File: src/rtl/uart_rx_fifo.sv
// UART receiver: 16x oversampling, 3-sample majority vote,
// parity/frame/break detection, show-ahead RX FIFO with overrun flag.
module uart_rx_fifo #(
  parameter int CLK_HZ     = 24000000,
  parameter int BAUD       = 115200,
  parameter int DATA_BITS  = 8,
  parameter int PARITY     = 2,
  parameter int STOP_BITS  = 1,
  parameter int FIFO_DEPTH = 4
) (
  input  logic                         clk24m,
  input  logic                         rst,
  input  logic                         rx,
  input  logic                         rd_en,
  input  logic                         err_clr,
  output logic [DATA_BITS-1:0]         dat_o,
  output logic                         dat_rdy,
  output logic                         par_err,
  output logic                         frm_err,
  output logic                         ovr_err,
  output logic                         brk_det,
  output logic [$clog2(FIFO_DEPTH):0]  fifo_cnt
);

  localparam int DIV = (CLK_HZ + BAUD * 8) / (BAUD * 16);
  localparam int DVW = (DIV > 1) ? $clog2(DIV) : 1;
  localparam int AW  = $clog2(FIFO_DEPTH);
  localparam int EW  = DATA_BITS + 2;

  if (DIV < 2) begin : g_div_chk
    $error("uart_rx_fifo: baud divider below 2");
  end

  typedef enum logic [2:0] {
    S_IDLE, S_START, S_DATA, S_PAR, S_STOP, S_BRKW
  } state_t;

  logic           r_sync1, r_sync2;
  logic [DVW-1:0] r_div;
  logic           w_tick, w_rxs, w_vote, w_bk;

  state_t         r_state, w_state_n;
  logic [3:0]     r_sc, w_sc_n;
  logic           r_s1, w_s1_n, r_s2, w_s2_n;
  logic [2:0]     r_bc, w_bc_n;
  logic [DATA_BITS-1:0] r_sh, w_sh_n;
  logic           r_pe, w_pe_n, r_fe, w_fe_n;
  logic           r_pbit, w_pbit_n;
  logic           r_sbc, w_sbc_n;
  logic           r_bk, w_bk_n;
  logic           r_push, w_push_n;
  logic           r_brk, w_brk_n;

  logic [EW-1:0]  r_mem [FIFO_DEPTH];
  logic [AW-1:0]  r_wp, r_rp;
  logic [AW:0]    r_cnt;
  logic           r_ovr;
  logic           w_ne, w_full, w_pop, w_wr, w_ovr;
  logic [EW-1:0]  w_head;

  assign w_rxs  = r_sync2;
  assign w_tick = (r_div == DVW'(DIV - 1));
  assign w_vote = (r_s1 & r_s2) | (r_s1 & w_rxs) | (r_s2 & w_rxs);

  // two-flop synchroniser for the asynchronous rx pin
  always_ff @(posedge clk24m) begin
    if (rst) begin
      r_sync1 <= 1'b1;
      r_sync2 <= 1'b1;
    end else begin
      r_sync1 <= rx;
      r_sync2 <= r_sync1;
    end
  end

  // 16x oversampling tick divider
  always_ff @(posedge clk24m) begin
    if (rst)         r_div <= '0;
    else if (w_tick) r_div <= '0;
    else             r_div <= r_div + DVW'(1);
  end

  // receiver state and datapath registers
  always_ff @(posedge clk24m) begin
    if (rst) begin
      r_state <= S_IDLE;
      r_sc    <= '0;
      r_s1    <= 1'b1;
      r_s2    <= 1'b1;
      r_bc    <= '0;
      r_sh    <= '0;
      r_pe    <= 1'b0;
      r_fe    <= 1'b0;
      r_pbit  <= 1'b0;
      r_sbc   <= 1'b0;
      r_bk    <= 1'b0;
      r_push  <= 1'b0;
      r_brk   <= 1'b0;
    end else begin
      r_state <= w_state_n;
      r_sc    <= w_sc_n;
      r_s1    <= w_s1_n;
      r_s2    <= w_s2_n;
      r_bc    <= w_bc_n;
      r_sh    <= w_sh_n;
      r_pe    <= w_pe_n;
      r_fe    <= w_fe_n;
      r_pbit  <= w_pbit_n;
      r_sbc   <= w_sbc_n;
      r_bk    <= w_bk_n;
      r_push  <= w_push_n;
      r_brk   <= w_brk_n;
    end
  end

  // break = all-zero data, zero parity bit and zero first stop bit
  assign w_bk = (r_sbc == 1'b0)
              ? ((r_sh == '0) && !r_pbit && !w_vote)
              : r_bk;

  // next-state: all decisions taken on the tick at sample 9
  always_comb begin
    w_state_n = r_state;
    w_sc_n    = r_sc;
    w_s1_n    = r_s1;
    w_s2_n    = r_s2;
    w_bc_n    = r_bc;
    w_sh_n    = r_sh;
    w_pe_n    = r_pe;
    w_fe_n    = r_fe;
    w_pbit_n  = r_pbit;
    w_sbc_n   = r_sbc;
    w_bk_n    = r_bk;
    w_push_n  = 1'b0;
    w_brk_n   = 1'b0;
    if (w_tick) begin
      if (r_state != S_IDLE && r_state != S_BRKW) begin
        w_sc_n = r_sc + 4'd1;
        if (r_sc == 4'd7) w_s1_n = w_rxs;
        if (r_sc == 4'd8) w_s2_n = w_rxs;
      end
      case (r_state)
        S_IDLE: begin
          if (!w_rxs) begin
            w_state_n = S_START;
            w_sc_n    = '0;
            w_bc_n    = '0;
            w_pe_n    = 1'b0;
            w_fe_n    = 1'b0;
            w_pbit_n  = 1'b0;
            w_sbc_n   = 1'b0;
            w_bk_n    = 1'b0;
          end
        end
        S_START: begin
          if (r_sc == 4'd9)
            w_state_n = w_vote ? S_IDLE : S_DATA;
        end
        S_DATA: begin
          if (r_sc == 4'd9) begin
            w_sh_n = {w_vote, r_sh[DATA_BITS-1:1]};
            w_bc_n = r_bc + 3'd1;
            if (r_bc == 3'(DATA_BITS - 1))
              w_state_n = (PARITY != 0) ? S_PAR : S_STOP;
          end
        end
        S_PAR: begin
          if (r_sc == 4'd9) begin
            w_pbit_n  = w_vote;
            w_pe_n    = (PARITY == 1) ? (^r_sh ^ w_vote)
                                      : ~(^r_sh ^ w_vote);
            w_state_n = S_STOP;
          end
        end
        S_STOP: begin
          if (r_sc == 4'd9) begin
            if (!w_vote) w_fe_n = 1'b1;
            w_bk_n  = w_bk;
            w_sbc_n = r_sbc + 1'b1;
            if (r_sbc == 1'(STOP_BITS - 1)) begin
              w_push_n  = 1'b1;
              w_brk_n   = w_bk;
              w_state_n = w_bk ? S_BRKW : S_IDLE;
            end
          end
        end
        S_BRKW: begin
          if (w_rxs) w_state_n = S_IDLE;
        end
        default: w_state_n = S_IDLE;
      endcase
    end
  end

  assign w_ne   = (r_cnt != '0);
  assign w_full = (r_cnt == (AW+1)'(FIFO_DEPTH));
  assign w_pop  = rd_en & w_ne;
  assign w_wr   = r_push & (~w_full | w_pop);
  assign w_ovr  = r_push & w_full & ~w_pop;
  assign w_head = r_mem[r_rp];

  // FIFO storage: entry = {data, parity error, frame error}
  always_ff @(posedge clk24m) begin
    if (w_wr) r_mem[r_wp] <= {r_sh, r_pe, r_fe};
  end

  // FIFO pointers and occupancy
  always_ff @(posedge clk24m) begin
    if (rst) begin
      r_wp  <= '0;
      r_rp  <= '0;
      r_cnt <= '0;
    end else begin
      if (w_wr)  r_wp <= r_wp + AW'(1);
      if (w_pop) r_rp <= r_rp + AW'(1);
      if (w_wr && !w_pop)      r_cnt <= r_cnt + (AW+1)'(1);
      else if (!w_wr && w_pop) r_cnt <= r_cnt - (AW+1)'(1);
    end
  end

  // sticky overrun; a new overrun beats a simultaneous clear
  always_ff @(posedge clk24m) begin
    if (rst)          r_ovr <= 1'b0;
    else if (w_ovr)   r_ovr <= 1'b1;
    else if (err_clr) r_ovr <= 1'b0;
  end

  assign dat_o    = w_ne ? w_head[EW-1:2] : '0;
  assign par_err  = w_ne & w_head[1];
  assign frm_err  = w_ne & w_head[0];
  assign dat_rdy  = w_ne;
  assign ovr_err  = r_ovr;
  assign brk_det  = r_brk;
  assign fifo_cnt = r_cnt;

endmodule

File: config.mk
export PLATFORM = sky130hd
export DESIGN_NAME = uart_rx_fifo
export DESIGN_NICKNAME = d
export VERILOG_FILES = /design/src/rtl/uart_rx_fifo.sv
export SDC_FILE = /design/constraint.sdc
export NUM_CORES = 1
export LEC_CHECK = 0
export ABC_CLOCK_PERIOD_IN_PS = 2430
export BUFFER_PORTS_ARGS = -buffer_cell sky130_fd_sc_hd__buf_2
export CAP_MARGIN = 20
export CELL_PAD_IN_SITES_DETAIL_PLACEMENT = 2
export CELL_PAD_IN_SITES_GLOBAL_PLACEMENT = 2
export CORE_UTILIZATION = 30
export DETAILED_ROUTE_END_ITERATION = 12
export GPL_TIMING_DRIVEN = 0
export PLACE_DENSITY = 0.71
export SYNTH_ARGS = -nofsm -noshare
export SYNTH_HDL_FRONTEND = slang
export SYNTH_SLANG_ARGS = --single-unit
File: constraint.sdc
create_clock -name clk24m -period 2.43 [get_ports clk24m]
set_clock_uncertainty 0.05 [all_clocks]
set_input_delay 0.486 -clock clk24m [delete_from_list [all_inputs] [get_ports clk24m]]
set_output_delay 0.486 -clock clk24m [all_outputs]
set_load 0.005 [all_outputs]
==> results.md <==
- Total Power: 3.49 mW
- Final non-filler cell area: 4270 um2
- Slew Viols, Final: 0
- Worst path cell trace: buf_4 -> mux4_2 -> and2_1 -> buf_2
- Psw: 0.936 mW
- FFs w/ async S/R, synth: 0%
- Worst EP arrival: 1.75 ns
- Primary FF master, synth: dfxtp_1
- P&R area growth vs syn: 15.1%
- Core Region: 12000 um2
- Startpoint Class: flip-flop
- Leak: 1.54 nW
- Unrepaired setup endpoints after global routing: no
- Sequential share of power: 44.8%
- Worst reg-to-reg path cell count: 8
- Ports: 21
- Sequential area share after synthesis: 55.6%
- Met1 wire length: 3.57 mm
- Die X: 113 um
- Required @ worst endpoint: 1.89 ns
- Buf+Inv Stages, Crit Path: 2
- Status: finished, final reports clean
- Tcrit/Tclk final: 94.0%
- Clk sinks: 83
- CP max stage cell: mux4_2
- Yosys cell types: 54
- # port buffers: 20
- Syn Inst Count: 304
- Worst Hold Path EP: r_sync1$_SDFF_PP1_
- Detailed Route Iter0 Violations: 74
- Max cap viols: 0
- Syn Area/Cell: 12.2 um2
- F_max: 438 MHz
- Die area: 12800 um2
- Reg-to-reg startpoint: fifo_cnt[1]$_SDFFE_PP0P_
- Remaining global-route overflow: 0
- Final instance count without filler cells: 486
- Final #Nets: 356
- Vias post-DR: 2349
- Vias in the first global route: 2559
- Worst skew pair latency: 0.34 ns
- Setup ws final: 0.146 ns
- CTS H-Tree Depth: 3
- CTS Hold Bufs: 0
- Initial core utilization: 30.9%
- CTS tree: yes
- Max incr delay on CP: 0.54 ns
- Synth Cell Area: 3710 um2
- Slew @ Worst Pin: 0.575 ns
- DP Worst Slack: -0.0983 ns
- WL final: 7.93 mm
- Tightest Hold Check Type: input pin to flip-flop
- Largest net degree at the start of global routing: 15
- Placed cell area: 3990 um2
- DR WL met2: 4.04 mm
- Synth Net Count: 326
- Crit end category: output pin
- Int Pwr: 2.56 mW
- Per-cell routed wire length: 16.3 um
- R2r setup slk: 0.15 ns
- Util after Layout: 35.5%
- Hold Crit Depth: 2
- Antenna-violating nets left: 0
- YS warnings: 0
- Delay-heaviest family, CP: multiplexers
- Hold Slack: 0.280 ns
- Uppermost routed layer: met4
- Combinational share of power: 19.4%
- Clock-pin slew on the worst setup and hold paths: 0.06 ns
- Seq cells post-synth: 83
- Global-route wire length before repair: 13.2 mm
- Max VDD drop: 0.380 mV
- Num rows: 40
- Post-CTS Setup Bufs: 0
- DRC viols: 0
- Clk network pwr share: 35.8%
- Setup TNS: 0 ns
- Die height: 113 um
- EDFF count, synth: 40
- Fill cells: 1278
- Via/cell ratio: 4.83
- Antenna diode count: 0
- Critical R2R Capture: fifo_cnt[2]$_SDFFE_PP0P_
- Worst setup path category: flip-flop to output pin
- CTS root buffer: clkbuf_16
- Beginning of the worst hold path: rx
- Final critical-path required period: 2.28 ns
- Setup violators final: 0
- GRT Overall Usage: 13.7%
- Fin. Hold Viols: 0
- Hpwl dp: 5.68 mm
- WL met3: 228 um
- Initial antenna violation count: 0
- Max-Slew Margin vs Limit: 61.7%
- Share of layout cells above drive strength 1: 18.3%
- Gpl congestion: 0.813
- Critical path peak fanout: 10
- Dpl cells: 471
- Max Root-Sink Buffers: 2
- Net Sw Frac: 26.8%
- TritonCTS buffer count: 9
- Drt pass-1 iters: 4
- PwrDens: 819 nW/um2
[cells by family (layout without fill, tap and decap cells)]
| group | Yosys count | in the layout | synth area share, % |
|---|---|---|---|
| compound gates | 37 | 37 | 6.48 |
| xor+xnor | 13 | 13 | 3.07 |
| fa+ha+maj | 18 | 18 | 6.25 |
| buf+inv | 31 | 66 | 3.68 |
| flops | 83 | 83 | 55.6 |
| mux | 24 | 24 | 9.86 |
| simple gates | 98 | 98 | 15.0 |
[cell usage after synthesis (all sizes together), types with 4 or more instances]
cell type	instances	area (um2)
o21ai	8	40.0
xor2	6	52.6
buf	7	42.5
nand2	5	18.8
mux4	10	225
dfxtp	43	861
mux2i	14	140
inv	17	63.8
nand2b	8	50.1
clkbuf	7	30.0
nor2	31	124
xnor2	7	61.3
nor3	4	20.0
edfxtp	40	1200
ha	16	200
a21oi	14	70.1
nand3	6	30.0
and2	17	106
[layer usage]
| metal | vias up | GRT usage (%) |
|---|---|---|
| met4 | 0 | 3.95 |
| met5 | - | 0 |
| met3 | 7 | 4.66 |
| met2 | 23 | 24.5 |
| li1 | 1139 | - |
| met1 | 1180 | 15.5 |
[worst reg2reg max path: stages (launching register included)]
cell,delay [ns]
dfxtp_1,0.37
or3_4,0.42
nand2_1,0.12
ha_1,0.19
inv_1,0.06
fa_1,0.37
xor2_1,0.18
or3_1,0.32
a21oi_1,0.15
[worst max-delay path by stage]
stage | start | to | cells after the start
floorplan | rd_en | fifo_cnt[2]$_SDFFE_PP0P_ | 9
global placement | rd_en | fifo_cnt[2]$_SDFFE_PP0P_ | 10
detailed placement | rd_en | fifo_cnt[2]$_SDFFE_PP0P_ | 10
CTS | fifo_cnt[0]$_SDFFE_PP0P_ | fifo_cnt[2]$_SDFFE_PP0P_ | 8
global route | fifo_cnt[1]$_SDFFE_PP0P_ | fifo_cnt[2]$_SDFFE_PP0P_ | 9
finish | flip-flop | frm_err | 4
[flip-flops by register name, summed over array words and instances, names as in the netlist, named ones only]
name and flops:
brk_det 1, fifo_cnt 3, ovr_err 1, r_bc 3, r_bk 1, r_div 4
r_fe 1, r_mem 40, r_pbit 1, r_pe 1, r_push 1, r_rp 2
r_s1 1, r_s2 1, r_sbc 1, r_sc 4, r_sh 8, r_state 3
r_sync1 1, r_sync2 1, r_wp 2
[timing repair]
item | 4_1_cts | 5_1_grt
resized for setup | 2 | 2
setup endpoints to repair | 5 | 1
gates cloned | 0 | 0
[area by class of cell]
| cell class | count | area (um2) | share of cell area (%) |
|---|---|---|---|
| clock buffer | 10 | 229 | 5.37 |
| timing repair buffer | 20 | 100 | 2.35 |
| tap | 147 | 184 | 4.31 |
| multi-input combinational | 190 | 1510 | 35.5 |
| sequential | 83 | 2060 | 48.4 |
| inverter | 17 | 63.8 | 1.50 |
| clock inverter | 6 | 40.0 | 0.939 |
| buffer | 13 | 72.6 | 1.70 |
[power groups by stage]
stage | clock network, mW | logic, mW | registers (mW)
5_1_grt | 1.35 | 0.763 | 1.58
3_3_place_gp | 0 | 0.663 | 1.58
2_1_floorplan | 0 | 0.440 | 1.58
4_1_cts | 1.29 | 0.688 | 1.56
3_5_place_dp | 0 | 0.687 | 1.58
6_report | 1.25 | 0.679 | 1.56
[cell usage in the layout, fill, tap and decap left out, types with 9 or more instances in the layout]
master,instances
mux2i_1,14
buf_2,23
clkbuf_16,9
a21oi_1,14
dfxtp_1,42
nor2_1,30
mux4_2,10
inv_1,17
and2_1,17
ha_1,16
edfxtp_1,40
Note: power is estimated with default switching activity, not from simulation.
